## src/rtl/control_unit_multicycle.sv

```systemverilog
// Multicycle control unit: walks each instruction through IFH/ID/EX/MEM/WB
// with a per-opcode stage path, raises each datapath strobe only in the
// stage that uses it, stalls MEM on mem_ready and supports halt/resume.
// Handshakes: instr_valid is consumed only in IFH and mem_ready only in MEM;
// a stage advances on the cycle its input is high, and that input is
// ignored in every other stage.
module control_unit_multicycle #(
  parameter int OPCODE_W    = 6,
  parameter int FUNCT_W     = 6,
  parameter int BRANCH_W    = 3,
  parameter int HALT_RESUME = 1
) (
  input  logic                clk,
  input  logic                rst,
  input  logic [OPCODE_W-1:0] opcode,
  input  logic                instr_valid,
  input  logic                mem_ready,
  input  logic                resume,
  output logic [2:0]          stage,
  output logic                ir_load,
  output logic                read_reg,
  output logic                write_reg,
  output logic                read_data,
  output logic                write_data,
  output logic                immediat,
  output logic                control_function,
  output logic                control_alu_data,
  output logic                push,
  output logic                pop,
  output logic                add_pc,
  output logic                reg_control,
  output logic                brfl_control,
  output logic [FUNCT_W-1:0]  fnction,
  output logic [BRANCH_W-1:0] branch,
  output logic                write_pc,
  output logic                halted,
  output logic                illegal
);

  localparam logic [2:0] S_IFH    = 3'b000;
  localparam logic [2:0] S_ID     = 3'b001;
  localparam logic [2:0] S_EX     = 3'b010;
  localparam logic [2:0] S_MEM    = 3'b011;
  localparam logic [2:0] S_WB     = 3'b100;
  localparam logic [2:0] S_HALTED = 3'b111;

  // Instruction classes kept after decode; they select path and strobes.
  localparam logic [3:0] C_R    = 4'd0;
  localparam logic [3:0] C_I    = 4'd1;
  localparam logic [3:0] C_LW   = 4'd2;
  localparam logic [3:0] C_SW   = 4'd3;
  localparam logic [3:0] C_CALL = 4'd4;
  localparam logic [3:0] C_RET  = 4'd5;
  localparam logic [3:0] C_JR   = 4'd6;
  localparam logic [3:0] C_JPC  = 4'd7;
  localparam logic [3:0] C_BRFL = 4'd8;
  localparam logic [3:0] C_NOP  = 4'd9;
  localparam logic [3:0] C_HALT = 4'd10;
  localparam logic [3:0] C_ILL  = 4'd11;

  localparam logic [OPCODE_W-1:0] OP_R    = OPCODE_W'(6'b000000);
  localparam logic [OPCODE_W-1:0] OP_ADDI = OPCODE_W'(6'b001000);
  localparam logic [OPCODE_W-1:0] OP_SUBI = OPCODE_W'(6'b001110);
  localparam logic [OPCODE_W-1:0] OP_ANDI = OPCODE_W'(6'b001100);
  localparam logic [OPCODE_W-1:0] OP_ORI  = OPCODE_W'(6'b001101);
  localparam logic [OPCODE_W-1:0] OP_LW   = OPCODE_W'(6'b100011);
  localparam logic [OPCODE_W-1:0] OP_SW   = OPCODE_W'(6'b101011);
  localparam logic [OPCODE_W-1:0] OP_CALL = OPCODE_W'(6'b000011);
  localparam logic [OPCODE_W-1:0] OP_RET  = OPCODE_W'(6'b000111);
  localparam logic [OPCODE_W-1:0] OP_JR   = OPCODE_W'(6'b011000);
  localparam logic [OPCODE_W-1:0] OP_JPC  = OPCODE_W'(6'b001001);
  localparam logic [OPCODE_W-1:0] OP_BRFL = OPCODE_W'(6'b010001);
  localparam logic [OPCODE_W-1:0] OP_NOP  = OPCODE_W'(6'b000001);
  localparam logic [OPCODE_W-1:0] OP_HALT = OPCODE_W'(6'b000010);

  logic [2:0]          state_q, state_d;
  logic [OPCODE_W-1:0] opcode_q, opcode_d;
  logic [3:0]          cls_q, cls_d, id_cls;
  logic [FUNCT_W-1:0]  fn_q, fn_d, id_fn;
  logic [BRANCH_W-1:0] br_q, br_d, id_br;

  // Decode the latched opcode (never the live input) into class and fields.
  always_comb begin
    id_cls = C_ILL;
    id_fn  = '0;
    id_br  = '0;
    case (opcode_q)
      OP_R:    id_cls = C_R;
      OP_ADDI: begin id_cls = C_I;    id_fn = FUNCT_W'(6'b100000); end
      OP_SUBI: begin id_cls = C_I;    id_fn = FUNCT_W'(6'b100010); end
      OP_ANDI: begin id_cls = C_I;    id_fn = FUNCT_W'(6'b100100); end
      OP_ORI:  begin id_cls = C_I;    id_fn = FUNCT_W'(6'b100101); end
      OP_LW:   begin id_cls = C_LW;   id_fn = FUNCT_W'(6'b100000); end
      OP_SW:   begin id_cls = C_SW;   id_fn = FUNCT_W'(6'b100000); end
      OP_CALL: begin id_cls = C_CALL; id_br = BRANCH_W'(3'b010); end
      OP_RET:  id_cls = C_RET;
      OP_JR:   begin id_cls = C_JR;   id_br = BRANCH_W'(3'b001); end
      OP_JPC:  begin id_cls = C_JPC;  id_br = BRANCH_W'(3'b100); end
      OP_BRFL: begin id_cls = C_BRFL; id_fn = '1; end
      OP_NOP:  id_cls = C_NOP;
      OP_HALT: begin id_cls = C_HALT; id_br = BRANCH_W'(3'b011); end
      default: id_cls = C_ILL;
    endcase
  end

  // Next-state sequencing and per-stage strobe generation.
  always_comb begin
    state_d          = state_q;
    opcode_d         = opcode_q;
    cls_d            = cls_q;
    fn_d             = fn_q;
    br_d             = br_q;
    ir_load          = 1'b0;
    read_reg         = 1'b0;
    write_reg        = 1'b0;
    read_data        = 1'b0;
    write_data       = 1'b0;
    immediat         = 1'b0;
    control_function = 1'b0;
    control_alu_data = 1'b0;
    push             = 1'b0;
    pop              = 1'b0;
    add_pc           = 1'b0;
    reg_control      = 1'b0;
    brfl_control     = 1'b0;
    fnction          = '0;
    branch           = '0;
    write_pc         = 1'b0;
    halted           = 1'b0;
    illegal          = 1'b0;
    case (state_q)
      S_IFH: begin
        // Gated by rst so nothing is visible while reset is held.
        if (instr_valid && !rst) begin
          ir_load  = 1'b1;
          opcode_d = opcode;
          state_d  = S_ID;
        end
      end
      S_ID: begin
        cls_d    = id_cls;
        fn_d     = id_fn;
        br_d     = id_br;
        read_reg = id_cls inside {C_R, C_I, C_LW, C_SW, C_JR, C_BRFL};
        illegal  = (id_cls == C_ILL);
        case (id_cls)
          C_NOP, C_ILL: begin write_pc = 1'b1; state_d = S_IFH; end
          C_HALT:       state_d = S_HALTED;
          default:      state_d = S_EX;
        endcase
      end
      S_EX: begin
        fnction          = fn_q;
        branch           = br_q;
        control_function = cls_q inside {C_R, C_I, C_LW, C_SW, C_BRFL};
        immediat         = cls_q inside {C_I, C_LW, C_SW};
        control_alu_data = cls_q inside {C_LW, C_SW};
        push             = (cls_q == C_CALL);
        pop              = (cls_q == C_RET);
        add_pc           = (cls_q == C_RET);
        brfl_control     = (cls_q == C_BRFL);
        case (cls_q)
          C_R, C_I:   state_d = S_WB;
          C_LW, C_SW: state_d = S_MEM;
          default:    begin write_pc = 1'b1; state_d = S_IFH; end
        endcase
      end
      S_MEM: begin
        control_alu_data = 1'b1;
        read_data        = (cls_q == C_LW);
        write_data       = (cls_q == C_SW);
        if (mem_ready) begin
          if (cls_q == C_SW) begin
            write_pc = 1'b1;
            state_d  = S_IFH;
          end else begin
            state_d  = S_WB;
          end
        end
      end
      S_WB: begin
        write_reg   = 1'b1;
        reg_control = cls_q inside {C_I, C_LW};
        read_data   = (cls_q == C_LW);
        write_pc    = 1'b1;
        state_d     = S_IFH;
      end
      S_HALTED: begin
        halted = 1'b1;
        if ((HALT_RESUME != 0) && resume) begin
          write_pc = 1'b1;
          state_d  = S_IFH;
        end
      end
      default: state_d = S_IFH;
    endcase
  end

  assign stage = state_q;

  // State and decoded-field registers.
  always_ff @(posedge clk or posedge rst) begin
    if (rst) begin
      state_q  <= S_IFH;
      opcode_q <= '0;
      cls_q    <= C_NOP;
      fn_q     <= '0;
      br_q     <= '0;
    end else begin
      state_q  <= state_d;
      opcode_q <= opcode_d;
      cls_q    <= cls_d;
      fn_q     <= fn_d;
      br_q     <= br_d;
    end
  end

endmodule

```

## config.mk

```make
export PLATFORM = sky130hd
export DESIGN_NAME = control_unit_multicycle
export DESIGN_NICKNAME = d
export VERILOG_FILES = /design/src/rtl/control_unit_multicycle.sv
export SDC_FILE = /design/constraint.sdc
export NUM_CORES = 1
export LEC_CHECK = 0
export CELL_PAD_IN_SITES_DETAIL_PLACEMENT = 1
export CELL_PAD_IN_SITES_GLOBAL_PLACEMENT = 1
export CORE_UTILIZATION = 35
export DETAILED_ROUTE_END_ITERATION = 10
export GPL_TIMING_DRIVEN = 0
export PLACE_DENSITY = 0.87
export SETUP_SLACK_MARGIN = 0.1
export SLEW_MARGIN = 20
export SYNTH_ARGS = -nofsm -noshare
export SYNTH_HDL_FRONTEND = slang
export SYNTH_SLANG_ARGS = --single-unit
```

## constraint.sdc

```tcl
create_clock -name clk -period 2.42 [get_ports clk]
set_input_delay 0.605 -clock clk [delete_from_list [all_inputs] [get_ports clk]]
set_output_delay 0.605 -clock clk [all_outputs]
set_load 0.005 [all_outputs]
```

[Word level (Yosys, flattened, before mapping)]
Index checks and enable logic that the tools add are counted.
Cells by class
  reduce and logical (&&, ||, !) cells: 20
  equal/unequal tests: 35
  multiplexer cells: 33
Operators with widths (count)
  case mux 4 bit (11 select lines): 1
  equality test 6 x 4 -> 1 bit, second input constant: 5
  case mux 6 bit (5 select lines): 1
  equality test 4 bit, second input constant: 5
  two-way mux 1 bit: 19
  equality test 4 x 2 -> 1 bit, second input constant: 4
  two-way mux 3 bit: 5
  case mux 3 bit (5 select lines): 1
  equality test 4 x 3 -> 1 bit, second input constant: 3
  equality test 6 x 2 -> 1 bit, second input constant: 2
  equality test 6 x 5 -> 1 bit, second input constant: 2
  equality test 6 bit, second input constant: 2
  case mux 3 bit (2 select lines): 2
  case mux 3 bit (4 select lines): 1
  equality test 4 x 1 -> 1 bit, second input constant: 2
  logical NOT 4 bit: 2
  OR reduction 2 bit: 4
  OR reduction 4 bit: 2
  equality test 3 x 2 -> 1 bit, second input constant: 2
  equality test 3 bit, second input constant: 2
  equality test 6 x 1 -> 1 bit, second input constant: 1
  equality test 6 x 3 -> 1 bit, second input constant: 1
  logical NOT 6 bit: 1
  two-way mux 6 bit: 1
  14 further kinds: 17
Word-level totals
  word-level logic and storage cells: 93
  output and inout bits: 28
  register bits after elaboration: 22
  input bits: 11

[Depth between registers and ports, before layout]
  depth after elaboration: 7
  mapped depth: 7

[Worst setup path before layout]
Ideal clock, no wire load.
  path kind: register to output
  start: register state_q[2] (netlist: stage[2])
  end: output pop
  required time: 1815 ps
  cell stages (with the launch flop): 7
  data arrival time: 1473 ps
  slack: 342 ps
  cells stage by stage: dfrtp_1 -> clkbuf_1 -> nand2b_1 -> nor2_1 -> nand3b_1 -> nor3b_1 -> buf_4
Between the ends
  word-level cells in the longest chain between the ends: 2
Ends and longest elaborated chain
  from (decl): RTL line 76  | logic [2:0] state_q, state_d;
  from (signal assigned): RTL line 210  | state_q <= state_d;
  equality test 3 x 2 -> 1 bit
  two-way mux 1 bit
  to (decl): RTL line 29  | output logic pop,
Every way passes these cells.

[Final worst setup path]
  start: register opcode_q[2]
  end: output illegal
Between the ends
  word-level cells in the longest chain between the ends: 5
  elaborated cells on any way between the ends: 18
Ends and longest elaborated chain
  from (decl): RTL line 77  | logic [OPCODE_W-1:0] opcode_q, opcode_d;
  from (signal assigned): RTL line 211  | opcode_q <= opcode_d;
  equality test 6 x 4 -> 1 bit: RTL line 87  | case (opcode_q)
  OR reduction 4 bit (no source line)
  case mux 4 bit (11 select lines) *: RTL line 87
  equality test 4 bit *: RTL line 145  | illegal = (id_cls == C_ILL);
  two-way mux 1 bit *: RTL line 131  | case (state_q)
  to (decl): RTL line 37  | output logic illegal
Every way passes the cells marked *; elsewhere a longest branch is shown, timed or not.

==> metrics.md <==
| Metric | Value |
|---|---|
| Leading register cell type out of synthesis | sky130_fd_sc_hd__dfrtp_1 |
| DRT Wirelength | 6050 um |
| Fraction of power consumed by sequential logic | 0.237 |
| Routed via count divided by cell count | approximately 5.6 |
| Seq/Total Area, Yosys | 0.328 |
| Final standard cell area without fillers | 2450 um2 |
| Routed WL per cell | 19.4 um |
| Ys Warns | 0 |
| MaxCap Viol Count | 0 |
| Status | finished, violations left |
| Count of vias placed by the detailed router | 1738 |
| Initial standard-cell utilization of the core | 0.367 |
| Period minus WS final | 2.63 ns |
| Worst max-slew margin expressed relative to the limit | 0.471 |
| Sw Pwr | 1410 uW |
| Final Power | 2950 uW |
| Internal power | approximately 1500 uW |
| Top Ports | 39 |
| Worst Tran Pin Value | 0.792 ns |
| Final weighted congestion in routability-driven placement | 0.882 |
| Chip Width | about 70 um |
| Cts bufs inserted | 3 |
| Flip-flop and latch count after synthesis | 21 |
| Net count after synthesis | 209 |
| P per Cell Area | 1200 nW/um2 |
| DRT antenna net count | 0 |
| CTS clock-pin slew for the worst setup and hold paths | 0.08 ns |
| Layout Skew | 0.00485 ns |
| Synthesized cell area | 1610 um2 |
| Placed cell area | 2060 um2 |
| Clock root buffer | sky130_fd_sc_hd__clkbuf_8 |
| First-pass iteration count of the detailed router | 4 |
| Number of standard-cell rows in the floorplan | 24 |
| GRT Util Overall | 0.234 |
| Unrepaired setup endpoints after global routing | true |
| Switching portion of total power | 0.479 |
| Crit Path Category | reg -> out |
| Antenna violations before repair | 0 |
| Final Core Density | 0.560 |
| Share of cells above drive strength 1 | 0.346 |
| Finish-stage setup viols | 3 |
| Period Utilization, post-route | 1.09 |
| Number of buffers on the longest clock path | 2 |
| Antenna diodes | 0 |
| First-pass GRT wire length | 8980 um |
| CP Capture Type | primary output |
| Count of buffering cells on the critical path with inverters included | 3 |
| Yosys cell types | 54 |
| Combinational Power Share | 0.687 |
| Die area | around 4900 um2 |
| Leakage power total | 0.00112 uW |
| Worst Setup Slack, final | -0.212 ns |
| Number of sinks on the clock net | 21 |
| Number of global-route vias before repair | 1755 |
| Pin count of the biggest net entering global routing | 22 |
| Worst path top cell family by delay | simple AND/OR/NAND/NOR gates |
| Share of synthesized flip-flops with an asynchronous set or reset | 1.00 |
| Peak per-stage delay on the critical path | 0.42 ns |
| Number of enable-type register cells in the synthesized netlist | 0 |
| Port-buffer cells | 38 |
| Overall overflow remaining after global route | 0 |
| TritonCTS clock tree | built |
| Placeable Area | 4380 um2 |
| Hold violation total from the final report | 0 |
| Number of DRC markers after the initial detailed-route iteration | 78 |
| Cell chain of the critical path | buf_6 -> xor2_2 -> o21ai_2 -> a21o_1 -> or3_4 -> buf_6 -> nor2_4 -> buf_2 |
| Max stage delay cell, worst path | sky130_fd_sc_hd__dfrtp_1 |
| Die height | 69.8 um |
| Number of nets in the final layout | 272 |
| Failing checks | setup timing |
| Pins Over Slew Limit | 0 |
| Highest net fanout along the worst path | 5 |
| Startpoint Class | register |
| Peak clock frequency supported by timing | ~380 MHz |
| Critical Path AT | roughly 2 ns |
| Largest voltage drop on the vdd net | 0.888 mV |
| Synth Instances | 198 |
| Total number of H-tree levels | 1 |
| Post-detail-place hpwl | 3460 um |
| Cts hold-fix bufs | 0 |
| Post-route setup TNS | -0.459 ns |
| Most repeated library cell on the critical path | sky130_fd_sc_hd__buf_6 |
| Hold WC Path Type | reg -> reg |
| Worst endpoint required time | 1.81 ns |
| Area added between synthesis and finish | 52.4% |
| Clock latency of the later-clocked register in the worst-skew pair | 0.26 ns |
| Number of remaining DRC errors | 0 |
| Clk network pwr share | 0.077 |
| Syn Area/Cell | 8.13 um2 |
-- worst min-delay path, cell delays in order (launching register included) --
cell	delay, ns
sky130_fd_sc_hd__dfrtp_1	0.34
sky130_fd_sc_hd__nand2_1	0.05
sky130_fd_sc_hd__nand2_1	0.04
-- sequential cells by signal (all words and copies together) (netlist names) --
name / flops
opcode_q: 6
fn_q: 5
cls_q: 4
br_q: 3
stage: 3
-- cell type report --
cell class,instances,area [um2]
Buffer,17,154
Clock buffer,4,45.0
Fill cell,512,1930
Inverter,5,18.8
Multi-Input combinational cell,153,1110
Sequential cell,21,532
Tap cell,52,65.1
Timing Repair Buffer,60,526
-- logic make-up after synthesis --
group                      count (synthesis)  share of synthesized area
AOI/OAI and AO/OA                         49                      0.219
xor gates and xnor gates                   2                     0.0109
muxes                                      7                     0.0505
DFF                                       21                      0.328
and+or+nand+nor                           94                      0.305
adders and majority gates                  1                    0.00699
buffers and inverters                     24                     0.0800
-- cells in the mapped netlist (all sizes together) (3+ instances only) --
| cell | count | area, um2 |
|---|---|---|
| nand2b | 7 | 43.8 |
| nor2 | 20 | 75.1 |
| buf | 10 | 76.3 |
| nor4 | 3 | 18.8 |
| nand3 | 4 | 20.0 |
| nor3b | 4 | 35.0 |
| and2 | 10 | 62.6 |
| inv | 5 | 18.8 |
| mux2 | 6 | 71.3 |
| a211oi | 3 | 27.5 |
| nor2b | 3 | 18.8 |
| o31ai | 3 | 22.5 |
| nand2 | 25 | 93.8 |
| o21ai | 16 | 80.1 |
| a21oi | 8 | 40.0 |
| dfrtp | 19 | 475 |
| nor3 | 4 | 20.0 |
| clkbuf | 9 | 33.8 |
| and3 | 3 | 18.8 |
-- worst paths after layout --
check | start | slack, ns | depth (start not counted) | to
worst max-delay path | opcode_q[2] | -0.21 | 8 | illegal
worst min-delay path | br_q[1] | 0.46 | 2 | br_q[1]
worst max register to register | opcode_q[2] | 0.56 | 7 | cls_q[3]
worst min register to register | br_q[1] | 0.46 | 2 | br_q[1]
max in group asynchronous | rst | 1.30 | 2 | cls_q[2]
min in group asynchronous | rst | 0.56 | 2 | stage[0]
-- timing repair --
item,4_1_cts,5_1_grt
setup endpoints to repair,25,12
buffers inserted,17,4
pin swaps,11,9
cloned,1,0
resized for setup,75,26
hold endpoints to repair,0,0
-- power by group through the flow --
stage	Combinational, uW	Clock (uW)	Sequential [uW]
after floorplan	1070	0	595
after global placement	1450	0	621
after detailed placement	1490	0	630
after CTS	1760	237	679
after global routing	2150	250	721
final	2030	227	699
-- stage by stage --
stage               worst slack (ns)  cells  hold slack (ns)
floorplan                      0.342    198            0.430
global placement              -0.394    288            0.443
detailed placement            -0.433    288            0.450
CTS                           -0.134    308            0.466
global route                  -0.250    312            0.512
finish                        -0.212    312            0.461
-- placed cells by master, fill, tap and decap left out, types with 3 or more instances in the layout --
| master | synthesis | final |
|---|---|---|
| sky130_fd_sc_hd__nor2_4 | 0 | 3 |
| sky130_fd_sc_hd__nand2_1 | 25 | 21 |
| sky130_fd_sc_hd__nand2_2 | 0 | 3 |
| sky130_fd_sc_hd__nand2b_1 | 7 | 4 |
| sky130_fd_sc_hd__nor2_1 | 20 | 16 |
| sky130_fd_sc_hd__clkbuf_8 | 0 | 6 |
| sky130_fd_sc_hd__clkdlybuf4s50_1 | 0 | 13 |
| sky130_fd_sc_hd__and2_1 | 10 | 9 |
| sky130_fd_sc_hd__clkbuf_2 | 0 | 3 |
| sky130_fd_sc_hd__inv_1 | 5 | 4 |
| sky130_fd_sc_hd__dfrtp_1 | 19 | 16 |
| sky130_fd_sc_hd__o21ai_0 | 14 | 13 |
| sky130_fd_sc_hd__and3_1 | 3 | 3 |
| sky130_fd_sc_hd__buf_6 | 3 | 7 |
| sky130_fd_sc_hd__dlygate4sd2_1 | 0 | 16 |
| sky130_fd_sc_hd__nand2b_4 | 0 | 3 |
| sky130_fd_sc_hd__buf_4 | 3 | 22 |
| sky130_fd_sc_hd__buf_2 | 4 | 6 |
| sky130_fd_sc_hd__dfrtp_2 | 0 | 3 |
| sky130_fd_sc_hd__a21oi_1 | 8 | 8 |
| sky130_fd_sc_hd__mux2_2 | 5 | 5 |
| sky130_fd_sc_hd__nand3_1 | 4 | 4 |
-- layer usage --
layer,up-vias,routed length [um],track usage
met2,47,3110,0.388
li1,823,-,-
met1,860,2650,0.304
met3,8,175,0.0363
met4,0,120,0.0911
met5,-,0,0
No activity file was read; power rests on OpenSTA's default activity.
